**config.mk**
```make
export PLATFORM = sky130hd
export DESIGN_NAME = seg7_reader_flat
export DESIGN_NICKNAME = d
export VERILOG_FILES = /design/src/rtl/seg7_reader_if.sv /design/src/rtl/seg7_reader.sv /design/src/flat_wrapper.sv
export SDC_FILE = /design/constraint.sdc
export NUM_CORES = 1
export LEC_CHECK = 0
export CORE_MARGIN = 2
export CORE_UTILIZATION = 31
export CTS_BUF_LIST = sky130_fd_sc_hd__clkbuf_4 sky130_fd_sc_hd__clkbuf_8
export DETAILED_ROUTE_END_ITERATION = 10
export PLACE_DENSITY = 0.59
export SLEW_MARGIN = 20
export SYNTH_ARGS = -nofsm -noshare
export SYNTH_HDL_FRONTEND = slang
export SYNTH_SLANG_ARGS = --single-unit
```
**constraint.sdc**
```tcl
create_clock -name clk -period 5.8 [get_ports clk]
set_input_delay 1.16 -clock clk [delete_from_list [all_inputs] [get_ports clk]]
set_output_delay 1.16 -clock clk [all_outputs]
set_load 0.01 [all_outputs]
```
**src/rtl/seg7_reader_if.sv**
```systemverilog
// Decoded-event output channel of seg7_reader (valid/ready).
// Latency: none, pure wiring bundle.
// Backpressure: out_ready from the consumer holds out_* stable while low.
interface seg7_reader_if #(
   parameter int DIG_W = 2
);
   logic             out_valid;
   logic             out_ready;
   logic [3:0]       out_valor;
   logic [DIG_W-1:0] out_digito;
   logic             out_erro;

   modport master (
      output out_valid, out_valor, out_digito, out_erro,
      input  out_ready
   );

   modport slave (
      input  out_valid, out_valor, out_digito, out_erro,
      output out_ready
   );
endinterface

```
**src/rtl/seg7_reader.sv**
```systemverilog
// Recovers BCD digits from a multiplexed 7-segment bus; one event per stable one-hot pattern.
// Latency: pattern held from before edge 1 appears on out_* and valores after edge STABLE_CYCLES+1.
// Backpressure: out_* held while out_ready low; a new event then is dropped and sets sticky overrun.
// Build option: define SEG7_READER_ACTIVE_LOW_EN to invert segmentos/digit_sel (common-anode boards).
module seg7_reader #(
   parameter  int NUM_DIGITS    = 4,
   parameter  int STABLE_CYCLES = 4,
   localparam int DIG_W         = (NUM_DIGITS > 1) ? $clog2(NUM_DIGITS) : 1
) (
   input  logic                    clk,
   input  logic                    rst_n,
   input  logic [6:0]              segmentos,
   input  logic [NUM_DIGITS-1:0]   digit_sel,
   seg7_reader_if.master           out_if,
   output logic [4*NUM_DIGITS-1:0] valores,
   output logic                    overrun
);

   localparam int         SW     = NUM_DIGITS + 7;
   localparam logic [7:0] STABLE = 8'(STABLE_CYCLES);

   typedef enum logic {IDLE, HOLD} state_t;

   logic [6:0]            seg_in;
   logic [NUM_DIGITS-1:0] sel_in;

`ifdef SEG7_READER_ACTIVE_LOW_EN
   assign seg_in = ~segmentos;
   assign sel_in = ~digit_sel;
`else
   assign seg_in = segmentos;
   assign sel_in = digit_sel;
`endif

   logic [SW-1:0]           s_q, s_d;
   logic [7:0]              cnt_q, cnt_d;
   logic                    evt_q, evt_d;
   logic                    changed;
   logic                    sel_onehot;
   state_t                  state_q, state_d;
   logic                    load, drop;
   logic [3:0]              dec_val;
   logic                    dec_err;
   logic [DIG_W-1:0]        dec_idx;
   logic [3:0]              valor_q;
   logic [DIG_W-1:0]        digito_q;
   logic                    erro_q;
   logic                    overrun_q;
   logic [4*NUM_DIGITS-1:0] valores_q;

   // Run-length tracking; the event fires only on the edge where the run first reaches STABLE
   always_comb begin
      s_d        = {sel_in, seg_in};
      changed    = (s_d != s_q);
      sel_onehot = (sel_in != '0) && ((sel_in & (sel_in - 1'b1)) == '0);
      if (changed)
         cnt_d = 8'd1;
      else if (cnt_q >= STABLE)
         cnt_d = STABLE;
      else
         cnt_d = cnt_q + 8'd1;
      evt_d = (cnt_d == STABLE) && (changed || (cnt_q != STABLE)) && sel_onehot;
   end

   // Sample register, run counter and registered event strobe
   always_ff @(posedge clk or negedge rst_n) begin
      if (!rst_n) begin
         s_q   <= '0;
         cnt_q <= '0;
         evt_q <= 1'b0;
      end else begin
         s_q   <= s_d;
         cnt_q <= cnt_d;
         evt_q <= evt_d;
      end
   end

   // Decode the segment pattern and digit index held in the sample register
   always_comb begin
      dec_err = 1'b0;
      case (s_q[6:0])
         7'b0111111: dec_val = 4'd0;
         7'b0000110: dec_val = 4'd1;
         7'b1011011: dec_val = 4'd2;
         7'b1001111: dec_val = 4'd3;
         7'b1100110: dec_val = 4'd4;
         7'b1101101: dec_val = 4'd5;
         7'b1111101: dec_val = 4'd6;
         7'b0000111: dec_val = 4'd7;
         7'b1111111: dec_val = 4'd8;
         7'b1101111: dec_val = 4'd9;
         7'b0000000: dec_val = 4'hF;
         default: begin
            dec_val = 4'hE;
            dec_err = 1'b1;
         end
      endcase
      dec_idx = '0;
      for (int i = 0; i < NUM_DIGITS; i++)
         if (s_q[7+i]) dec_idx = DIG_W'(i);
   end

   // Handshake state register
   always_ff @(posedge clk or negedge rst_n) begin
      if (!rst_n) state_q <= IDLE;
      else        state_q <= state_d;
   end

   // Handshake next state: HOLD persists until accepted with no fresh event
   always_comb begin
      state_d = state_q;
      case (state_q)
         IDLE:    if (evt_q) state_d = HOLD;
         HOLD:    if (out_if.out_ready && !evt_q) state_d = IDLE;
         default: state_d = IDLE;
      endcase
   end

   // Handshake outputs: load into a free or just-accepted slot, otherwise drop
   always_comb begin
      load = evt_q && ((state_q == IDLE) || out_if.out_ready);
      drop = evt_q && (state_q == HOLD) && !out_if.out_ready;
   end

   // Output payload, overrun flag and per-digit bank
   always_ff @(posedge clk or negedge rst_n) begin
      if (!rst_n) begin
         valor_q   <= '0;
         digito_q  <= '0;
         erro_q    <= 1'b0;
         overrun_q <= 1'b0;
         valores_q <= '0;
      end else begin
         if (load) begin
            valor_q  <= dec_val;
            digito_q <= dec_idx;
            erro_q   <= dec_err;
         end
         if (drop) overrun_q <= 1'b1;
         if (evt_q && !dec_err) valores_q[4*dec_idx +: 4] <= dec_val;
      end
   end

   assign out_if.out_valid  = (state_q == HOLD);
   assign out_if.out_valor  = valor_q;
   assign out_if.out_digito = digito_q;
   assign out_if.out_erro   = erro_q;
   assign valores           = valores_q;
   assign overrun           = overrun_q;

endmodule

```
**src/flat_wrapper.sv**
```systemverilog
// flat-port wrapper written by rule: the top's interface ports become plain ports
module seg7_reader_flat 
#(
   parameter  int NUM_DIGITS    = 4,
   parameter  int STABLE_CYCLES = 4,
   localparam int DIG_W         = (NUM_DIGITS > 1) ? $clog2(NUM_DIGITS) : 1
)
  (clk, rst_n, segmentos, digit_sel, valores, overrun, out_if_out_valid, out_if_out_valor, out_if_out_digito, out_if_out_erro, out_if_out_ready);
  seg7_reader_if #(.DIG_W(2)) out_if_i ();
  input  logic clk;
  input  logic rst_n;
  input  logic [6:0] segmentos;
  input  logic [NUM_DIGITS-1:0] digit_sel;
  output logic [4*NUM_DIGITS-1:0] valores;
  output logic overrun;
  output wire logic [$bits(out_if_i.out_valid)-1:0] out_if_out_valid;
  output wire logic [$bits(out_if_i.out_valor)-1:0] out_if_out_valor;
  output wire logic [$bits(out_if_i.out_digito)-1:0] out_if_out_digito;
  output wire logic [$bits(out_if_i.out_erro)-1:0] out_if_out_erro;
  input wire logic [$bits(out_if_i.out_ready)-1:0] out_if_out_ready;
  assign out_if_out_valid = out_if_i.out_valid;
  assign out_if_out_valor = out_if_i.out_valor;
  assign out_if_out_digito = out_if_i.out_digito;
  assign out_if_out_erro = out_if_i.out_erro;
  assign out_if_i.out_ready = out_if_out_ready;
  seg7_reader #(.NUM_DIGITS(NUM_DIGITS), .STABLE_CYCLES(STABLE_CYCLES)) u_core (.clk(clk), .rst_n(rst_n), .segmentos(segmentos), .digit_sel(digit_sel), .out_if(out_if_i), .valores(valores), .overrun(overrun));
endmodule
```
* After elaboration in Yosys (flattened, before gate mapping)
Cells that the tools add are included.
** Cells by class
- Add/subtract/negate cells :: 3
- Order comparisons :: 1
- Equality and inequality tests :: 13
- Shifts and indexed selects :: 2
- Mux-type cells :: 11
- Bitwise logic cells :: 2
- Reduce and logical (&&, ||, !) cells :: 16
** Operators with widths (number)
- $eq A7 B7 Y1 const B :: 7
- $pmux W4 S11 :: 1
- $neg A4 Y34 :: 1
- $shift A4 B34 Y16 const A :: 1
- $shiftx A4 B34 Y16 :: 1
- $bwmux W16 :: 1
- $mux W8 :: 2
- $eq A7 B3 Y1 const B :: 2
- $ne A11 B11 Y1 :: 1
- $reduce_or A11 Y1 :: 1
- $add A8 B1 Y8 const B :: 1
- $eq A8 B3 Y1 const B :: 1
- $ge A8 B3 Y1 const B :: 1
- $logic_and A1 B1 Y1 :: 8
- $ne A8 B3 Y1 const B :: 1
- $eq A7 B6 Y1 const B :: 1
- $logic_not A7 Y1 :: 1
- $and A4 B4 Y4 :: 1
- $logic_not A4 Y1 :: 1
- $mux W1 :: 4
- $mux W2 :: 2
- $reduce_bool A4 Y1 :: 1
- $sub A4 B1 Y4 const B :: 1
- $logic_not A1 Y1 :: 2
- 3 further kinds :: 4
** Word-level totals
- Bits in registers :: 45
- Output and inout bits :: 25
- Word-level logic and storage cells :: 57

* Depth between registers and ports, before layout
Gate-level depths: netlist of run 1.
- Depth after elaboration :: 6
- Gate-level depth with buffers :: 7
- Depth with buffers taken out :: 7

* Worst setup path after synthesis of run 1
OpenSTA, ideal clock, no wires.
- Kind :: input-to-reg
- Start :: input port out_if_out_ready
- End :: register u_core.digito_q[0], in the netlist u_core.out_if.out_digito[0]
- Setup time :: 0.144 ns
- Arrival time :: 1.791 ns
- Required time :: 5.656 ns
- Path slack :: 3.865 ns
- Cell stages on the path :: 4
- Path buffers :: 1
- Cells stage by stage :: nand2b_1 nand2_1 clkbuf_1 o21ai_0
** On the way
- Longest elaborated chain between the ends :: 2
** Ends and longest elaborated chain
- start: declaration :: line flat_wrapper.sv:20 : input wire logic [$bits(out_if_i.out_ready)-1:0] out_if_out_ready;
- $logic_or A1 B1 Y1 :: line seg7_reader.sv:121 : load = evt_q && ((state_q == IDLE) || out_if.out_ready);
- $logic_and A1 B1 Y1 :: line seg7_reader.sv:121
- end signal: assignment :: line seg7_reader.sv:136 : digito_q <= dec_idx;
- end: declaration :: line seg7_reader.sv:46 : logic [DIG_W-1:0] digito_q;
No other way between the ends.
A chain may end at the register's enable or synchronous reset.

* Final worst setup path of run 1
- Start :: register u_core.digito_q[1], in the netlist u_core.out_if.out_digito[1]
- End :: output port out_if_out_digito[1]
** RTL lines
- end: declaration :: line flat_wrapper.sv:18 : output wire logic [$bits(out_if_i.out_digito)-1:0] out_if_out_digito;
No word-level cell between the ends.

==> impl_metrics.tcl, run 1 <==
set metrics [dict create \
    status "complete, no violations" \
    r2r-end "u_core.valores[10]$_DFFE_PN0P_" \
    worst_pin_slew_ps 751.1 \
    finalWorstSetupSlack_ps 3418 \
    cts_tree "yes" \
    rsz0062_at_grt "no" \
    utilization_pct 40.24 \
    setup.worst_path.class "reg -> out" \
    ys_types 46 \
    async_flop_share_pct 100.0 \
    overflow 0 \
    p_leak_nw 1.173 \
    ys_seq_area_share_pct 53.25 \
    wl_per_cell_um 13.69 \
    post_cts_buffers 0 \
    ctsHoldBuffers 0 \
    multi_input_area_um2 934.6 \
    r2r-start "u_core.s_q[9]$_DFF_PN0_" \
    ff2ff_setup_slack_ps 3570 \
    setup_tns_ps 0 \
    synth_area_leaders "dfrtp_1 53%, a22o_1 6.6%, xnor2_1 4.6%" \
    core_area_mm2 0.006681 \
    dieArea_mm2 0.007498 \
    max_cap_viol_count 0 \
    grt_start_max_net_pins 46 \
    cp.arrival_ps 1220 \
    ant_nets 0 \
    setup_viol 0 \
    hpwl_mm 3.067 \
    drt_iter0_drc 98 \
    clock-sinks 45 \
    worstPathRequired_ps 4640 \
    clock_latency_ps 290 \
    path_clk_slew_ps 80 \
    drive_gt1_share_pct 7.018 \
    io_pins 39 \
    synth_top_cell_area_share_pct 53.25 \
    nets 248 \
    cp_num_buf_inv 1 \
    ys_seq_elements 45 \
    syn_area_mm2 0.002115 \
    cts_max_level 2 \
    grt_antenna_before_repair 0 \
    firstDrtPassIters 4 \
    cp_slowest_cell "clkdlybuf4s50_1" \
    yosysWarningCount 0 \
    irDropWorstVdd_v 0.0001302 \
    netlist_top_cells_count "45 x dfrtp_1, 16 x a22o_1, 13 x nand2_1" \
    slew_violations 0 \
    min_period_ps 2382 \
    min_from "u_core.overrun$_DFFE_PN0P_" \
    cts_buffer_depth 2 \
    endpoint_kind "output pin" \
    crit_path_start_kind "register" \
    die_w_um 86.59 \
    grt_pass1_vias 1499 \
    max_freq_ghz 0.4198 \
    yosysMostFrequentCell "dfrtp_1" \
    yosysTopAreaCell "dfrtp_1" \
    pre_cts_ws_ps 3114 \
    viasPerCell 5.019 \
    io_buffers 38 \
    slew_headroom_pct 49.22 \
    grt_first_pass_wirelength_mm 7.189 \
    holdPathEnd "u_core.overrun$_DFFE_PN0P_" \
    die_h_um 86.59 \
    power_density_mw_per_mm2 231.1 \
    track_usage_pct 12.25 \
    hold_viol_final 0 \
    drt-total-wl_mm 4.215 \
    holdPathStages 1 \
    period_share_pct 41.08 \
    min_path_type "reg -> reg" \
    crit_path_max_fanout 2 \
    cts_root_buffer "clkbuf_8" \
    synth-edff-count 0 \
    ys.flop_type "dfrtp_1" \
    cts_resized 0 \
    rows 30 \
    gp_congestion 0.7485 \
    seq_area_mm2 0.001126 \
    netlist_instances 185 \
    synth.avg_cell_area_um2 11.43 \
    crit_chain "clkdlybuf4s50_1" \
    worstRegToRegCells 5 \
    cp_top_family "buffers and inverters" \
    drc_errors 0 \
    start_util_pct 31.65 \
    n_antenna_cell 0 \
    cpPeakStageDelay_ps 550 \
    cts_buffers 5 \
    num_vias 1546 \
    worst-path-stages 1 \
    syn_to_final_growth_pct 27.16 \
    fillers 672 \
    fin_skew_ps 3.412 \
]
-- worst max path at each step --
stage,start,end,slack (ps)
floorplan,out_if_out_ready,u_core.out_if.out_digito[0]$_DFFE_PN0P_,3860
global placement,digit_sel[3],u_core.evt_q$_DFF_PN0_,3180
detailed placement,digit_sel[3],u_core.evt_q$_DFF_PN0_,3110
CTS,u_core.out_if.out_digito[1]$_DFFE_PN0P_,out_if_out_digito[1],3400
global route,digit_sel[3],u_core.evt_q$_DFF_PN0_,3280
finish,u_core.out_if.out_digito[1]$_DFFE_PN0P_,out_if_out_digito[1],3420
-- flip-flops by register name, indices dropped and copies added, names as in the netlist --
| name | count |
|---|---|
| u_core.valores | 16 |
| u_core.s_q | 11 |
| u_core.cnt_q | 8 |
| u_core.out_if.out_valor | 4 |
| u_core.out_if.out_digito | 2 |
| u_core.evt_q | 1 |
| u_core.out_if.out_erro | 1 |
| u_core.out_if.out_valid | 1 |
| u_core.overrun | 1 |
-- where the power goes --
group          internal [mW]  switching (mW)  total [mW]  leakage (nW)
clock                  0.145           0.101       0.246        0.0619
sequential             0.320         0.00925       0.329         0.586
combinational         0.0218          0.0246      0.0464         0.525
total                  0.487           0.135       0.621          1.17
-- placed cells by master, fill, tap and decap left out, types with 5 or more instances in the layout --
cell type	instances
dfrtp_1	45
clkdlybuf4s50_1	37
a22o_1	16
nand2_1	13
xnor2_1	11
o21ai_0	9
inv_1	8
ha_1	7
clkbuf_8	6
conb_1	5
-- metrics by stage --
stage / total power [mW] / area (um2) / instances / hold slack [ps]
CTS: 0.6296 / 2686 / 308 / 492.2
global placement: 0.3819 / 2566 / 300 / 475.8
detailed placement: 0.3820 / 2566 / 300 / 470.2
floorplan: 0.3587 / 2130 / 189 / 472.3
global route: 0.6517 / 2689 / 308 / 522.4
finish: 0.6213 / 2689 / 308 / 479.7
-- area by class of cell --
class                           instances  area share [%]
Tap cell                               80           3.723
Clock inverter                          1           1.117
Timing Repair Buffer                   38           14.05
Sequential cell                        45           41.88
Multi-Input combinational cell        129           34.76
Clock buffer                            7           3.350
Inverter                                8           1.117
-- layer usage --
metal,global-route usage [%],wire length (um)
met1,17.41,2127
met2,18.74,1849
met3,2.952,192
met4,3.409,46
met5,0,0
-- cells by family after synthesis --
logic type	share of synthesized area, %
and+or+nand+nor	14.14
AOI/OAI and AO/OA	19.11
DFF	53.25
buffers and inverters	3.255
xor gates and xnor gates	5.385
adders and majority gates	4.142
other	0.1773
muxes	0.5325
-- worst reg2reg max path, stage by stage (launching register included) --
cell and delay (ps):
dfrtp_1 390, inv_1 50, a21oi_1 470, ha_1 370, nor4_1 640, a22o_1 250
No activity file was read; power rests on OpenSTA's default activity.
==> run 2, diff against run 1 <==
==> constraint.sdc (replaced) <==
create_clock -name clk -period 2.2 [get_ports clk]
set_input_delay 0.44 -clock clk [delete_from_list [all_inputs] [get_ports clk]]
set_output_delay 0.44 -clock clk [all_outputs]
set_load 0.01 [all_outputs]
==> run 2 against run 1 <==
Design area up 2.7%. Sequential share of layout area down 1.1 points. Sequential power rose to 2.6 times the previous value. Hold slack worse by 270 ps. Clock-buffer cell count unchanged. Largest power group unchanged. Highest routed layer unchanged.
==> impl_metrics.tcl, run 2 (synthesis results as in run 1) <==
set metrics [dict create \
    final_area_mm2 0.002761 \
    finalWorstSetupSlack_ps 164.7 \
    track_usage_pct 12.66 \
    ant_nets 0 \
    grt_first_pass_wirelength_mm 7.334 \
    ctsHoldBuffers 0 \
    grt_start_max_net_pins 46 \
    hpwl_mm 3.219 \
    status "complete, no violations" \
    placedCellCount 310 \
    max_freq_ghz 0.4913 \
    hold_viol_final 0 \
    rsz0062_at_grt "no" \
    wl_per_cell_um 13.57 \
    crit_path_max_fanout 9 \
    drt-total-wl_mm 4.315 \
    ff2ff_setup_slack_ps 160 \
    cts_buffers 5 \
    irDropWorstVdd_v 0.0003009 \
    path_clk_slew_ps 90 \
    drive_gt1_share_pct 10.92 \
    layout_commonest_cell "dfrtp_1" \
    cts_max_level 2 \
    clock_latency_ps 300 \
    die_h_um 86.59 \
    cts_tree "yes" \
    die_w_um 86.59 \
    final_cell_count_no_fill 318 \
    final_cell_mix "45 x dfrtp_1, 37 x clkdlybuf4s50_1, 16 x a22o_1, 13 x nand2_1, 11 x xnor2_1" \
    setup_tns_ps 0 \
    slew_violations 0 \
    syn_to_final_growth_pct 30.59 \
    crit_path_start_kind "register" \
    worst_pin_slew_ps 577.9 \
    io_pins 39 \
    rows 30 \
    cts_root_buffer "clkbuf_8" \
    pre_cts_ws_ps 175.6 \
    fin_skew_ps 9.168 \
    endpoint_kind "register" \
    crit_path_end "u_core.valores[12]$_DFFE_PN0P_" \
    worstPathRequired_ps 2390 \
    clock-sinks 45 \
    cp.arrival_ps 2220 \
    nets 258 \
    viasPerCell 4.811 \
    post_cts_buffers 0 \
    slew_headroom_pct 61.47 \
    period_share_pct 92.51 \
    min_path_type "in -> async" \
    p_leak_nw 1.223 \
    cts_resized 0 \
    drt_iter0_drc 57 \
    setup.worst_path.class "reg -> reg" \
    placed_area_mm2 0.002641 \
    grt_antenna_before_repair 0 \
    r2r-end "u_core.valores[12]$_DFFE_PN0P_" \
    power_density_mw_per_mm2 598.5 \
    drc_errors 0 \
    firstDrtPassIters 4 \
    largest_reg_flops 16 \
    core_area_mm2 0.006681 \
    num_vias 1530 \
    max_cap_viol_count 0 \
    worstRegToRegCells 5 \
    min_period_ps 2035 \
    dieArea_mm2 0.007498 \
    utilization_pct 41.33 \
    cts_buffer_depth 2 \
    overflow 0 \
    r2r-start "u_core.s_q[6]$_DFF_PN0_" \
    start_util_pct 31.65 \
    grt_pass1_vias 1523 \
    gp_congestion 0.7725 \
    setup_viol 0 \
    io_buffers 38 \
    cp-startpoint "u_core.s_q[6]$_DFF_PN0_" \
    n_antenna_cell 0 \
]
[run 2: cell types whose count changed in the layout (fill, tap and decap cells not counted), sizes merged]
cell | previous run | this run
buf | 1 | 11
[run 2: area by class of cell]
cell class | count | area [um2]
clock inverters | 1 | 30.03
fillers | 664 | 3920
repair buffers | 48 | 450.4
well taps | 80 | 100.1
multi-input cells | 129 | 934.6
flip-flops and latches | 45 | 1126
inverters | 8 | 30.03
clock buffers | 7 | 90.09
[run 2: critical path: stages, from the launching register on]
cell	delay, ps
dfrtp_1	480
or2_1	290
o32a_1	330
o311ai_4	420
o21bai_2	150
a22o_1	250
[run 2: worst min path at each step]
stage / cells after the start / to / start
after detailed placement: 1 / u_core.overrun$_DFFE_PN0P_ / u_core.overrun$_DFFE_PN0P_
after global placement: 2 / u_core.out_if.out_digito[0]$_DFFE_PN0P_ / u_core.out_if.out_digito[0]$_DFFE_PN0P_
final: 2 / u_core.valores[7]$_DFFE_PN0P_ / rst_n
after CTS: 2 / u_core.cnt_q[6]$_DFF_PN0_ / rst_n
after global routing: 2 / u_core.cnt_q[5]$_DFF_PN0_ / rst_n
after floorplan: 0 / u_core.cnt_q[0]$_DFF_PN0_ / rst_n
[run 2: metrics by stage]
stage | total power, mW | hold WS (ps)
2_1_floorplan | 0.9457 | 144.4
3_3_place_gp | 1.016 | 465.3
3_5_place_dp | 1.017 | 473.2
4_1_cts | 1.672 | 235.2
5_1_grt | 1.730 | 268.5
6_report | 1.653 | 209.5
[run 2: power breakdown]
part | internal, mW | total [mW] | switching [mW]
Sequential | 0.843 | 0.863 | 0.0200
Clock | 0.383 | 0.655 | 0.273
Combinational | 0.0638 | 0.135 | 0.0709
[run 2: metal layers]
layer	routed length, um	GRT usage, %	share of wire [%]
met1	2210	17.47	51
met2	1853	19.51	43
met3	181	3.143	4.2
met4	70	4.261	1.6
met5	0	0	0
==> run 3, diff against run 2 <==
--- a/config.mk
+++ b/config.mk
@@ -10,6 +10,7 @@
 export CTS_BUF_LIST = sky130_fd_sc_hd__clkbuf_4 sky130_fd_sc_hd__clkbuf_8
 export DETAILED_ROUTE_END_ITERATION = 10
 export PLACE_DENSITY = 0.59
+export SETUP_SLACK_MARGIN = 0.3
 export SLEW_MARGIN = 20
 export SYNTH_ARGS = -nofsm -noshare
 export SYNTH_HDL_FRONTEND = slang
==> run 3 against run 2 <==
Clock-buffer cell count did not move. Fmax rose by 10%. Register-to-register slack improved by 190 ps. Non-clock buffer count rose by 10. Routed wire length rose by 6.3%. Critical path depth rose by 1. Die area did not move. Clock skew fell by 0.58 ps. Cell count rose by 3.1%. Worst setup slack improved by 190 ps. Flip-flop and latch count did not move. Critical endpoint unchanged. Largest power group unchanged.
==> impl_metrics.tcl, run 3 (synthesis results as in run 1) <==
set metrics [dict create \
    rows 30 \
    period_share_pct 84.05 \
    rsz0062_at_grt "yes" \
    total_power_mw 1.679 \
    worst_pin_slew_ps 582.6 \
    drc_errors 0 \
    cts_max_level 2 \
    drive_gt1_share_pct 18.55 \
    placedCellCount 310 \
    grt_first_pass_wirelength_mm 7.507 \
    setup_tns_ps 0 \
    fin_skew_ps 8.588 \
    dieArea_mm2 0.007498 \
    path_clk_slew_ps 90 \
    wl_per_cell_um 13.98 \
    cpPeakStageDelay_ps 450 \
    holdWs_ps 206.7 \
    ant_nets 0 \
    n_antenna_cell 0 \
    crit_chain "xor2_1, o32a_1, o311ai_4, buf_12, o21bai_2, a22o_1" \
    die_h_um 86.59 \
    hold_viol_final 0 \
    worstPathRequired_ps 2390 \
    min_path_type "in -> async" \
    syn_to_final_growth_pct 37.04 \
    grt_antenna_before_repair 0 \
    cts_buffers 5 \
    drt_iter0_drc 55 \
    start_util_pct 31.65 \
    grt_pass1_vias 1573 \
    p_leak_nw 1.271 \
    status "complete, no violations" \
    nets 268 \
    min_period_ps 1849 \
    grt_start_max_net_pins 46 \
    cts_tree "yes" \
    cp.arrival_ps 2040 \
    clock-sinks 45 \
    max_cap_viol_count 0 \
    cts_root_buffer "clkbuf_8" \
    largest_reg_flops 16 \
    crit_path_start_kind "register" \
    slew_violations 0 \
    gp_congestion 0.7725 \
    power_density_mw_per_mm2 579.4 \
    clock_latency_ps 300 \
    setup.worst_path.class "reg -> reg" \
    firstDrtPassIters 4 \
    slew_headroom_pct 61.16 \
    setup_viol 0 \
    ctsHoldBuffers 0 \
    io_pins 39 \
    overflow 0 \
    cp_slowest_cell "dfrtp_2" \
    utilization_pct 43.37 \
    finalWorstSetupSlack_ps 351.0 \
    pre_cts_ws_ps 175.6 \
    endpoint_kind "register" \
    cts_buffer_depth 2 \
    drt-total-wl_mm 4.585 \
    irDropWorstVdd_v 0.0003388 \
    crit_path_max_fanout 7 \
    max_freq_ghz 0.5408 \
    die_w_um 86.59 \
    track_usage_pct 12.96 \
    final_area_mm2 0.002898 \
    placed_area_mm2 0.002641 \
    io_buffers 38 \
    num_vias 1603 \
    hpwl_mm 3.219 \
    core_area_mm2 0.006681 \
    final_cell_count_no_fill 328 \
    final_cell_mix "40 x dfrtp_1, 37 x clkdlybuf4s50_1, 19 x buf_4, 16 x a22o_1, 13 x nand2_1" \
    layout_commonest_cell "dfrtp_1" \
    viasPerCell 4.887 \
]
-- run 3: changes by cell type in the layout (fill, tap and decap cells not counted), sizes merged --
cell,change
buf,+10
-- run 3: area by class of cell --
| cell class | instances | area (um2) |
|---|---|---|
| Tap cell | 80 | 100.1 |
| Clock inverter | 1 | 30.03 |
| Timing Repair Buffer | 58 | 538.0 |
| Sequential cell | 45 | 1132 |
| Clock buffer | 7 | 90.09 |
| Inverter | 8 | 30.03 |
| Multi-Input combinational cell | 129 | 977.2 |
| Fill cell | 653 | 3784 |
-- run 3: where the power goes --
part	internal, mW	switching (mW)
logic	0.0778	0.0825
registers	0.844	0.0175
clock network	0.383	0.275
-- run 3: repair_timing --
action                                  in CTS  in global routing
gates resized for setup                      8                  5
pin swaps                                   10                  3
endpoints found under the setup margin      19                 20
buffers inserted                             9                  1
-- run 3: worst paths after layout --
| path | startpoint | endpoint | slack [ps] | depth (start not counted) |
|---|---|---|---|---|
| max | u_core.s_q[1]$_DFF_PN0_ | u_core.valores[12]$_DFFE_PN0P_ | 350 | 6 |
| min | rst_n | u_core.valores[4]$_DFFE_PN0P_ | 210 | 2 |
| max reg2reg | u_core.s_q[1]$_DFF_PN0_ | u_core.valores[12]$_DFFE_PN0P_ | 350 | 6 |
| min reg2reg | u_core.overrun$_DFFE_PN0P_ | u_core.overrun$_DFFE_PN0P_ | 480 | 1 |
| max in group asynchronous | rst_n | u_core.s_q[5]$_DFF_PN0_ | 1600 | 2 |
| min in group clk | u_core.overrun$_DFFE_PN0P_ | u_core.overrun$_DFFE_PN0P_ | 480 | 1 |
-- run 3: metal layers --
layer	GRT usage (%)	vias up	part of all wire [%]
met5	0	-	0
met4	4.261	0	1.6
met3	3.429	7	3.7
met2	20.28	36	45
met1	17.53	763	50
li1	-	797	-
-- run 3: critical path: cells and delay by family (launching register included) --
| kind | cells | cell delay, ps |
|---|---|---|
| AOI/OAI and AO/OA | 4 | 940 |
| DFF | 1 | 450 |
| xor gates and xnor gates | 1 | 180 |
| buffers and inverters | 1 | 170 |
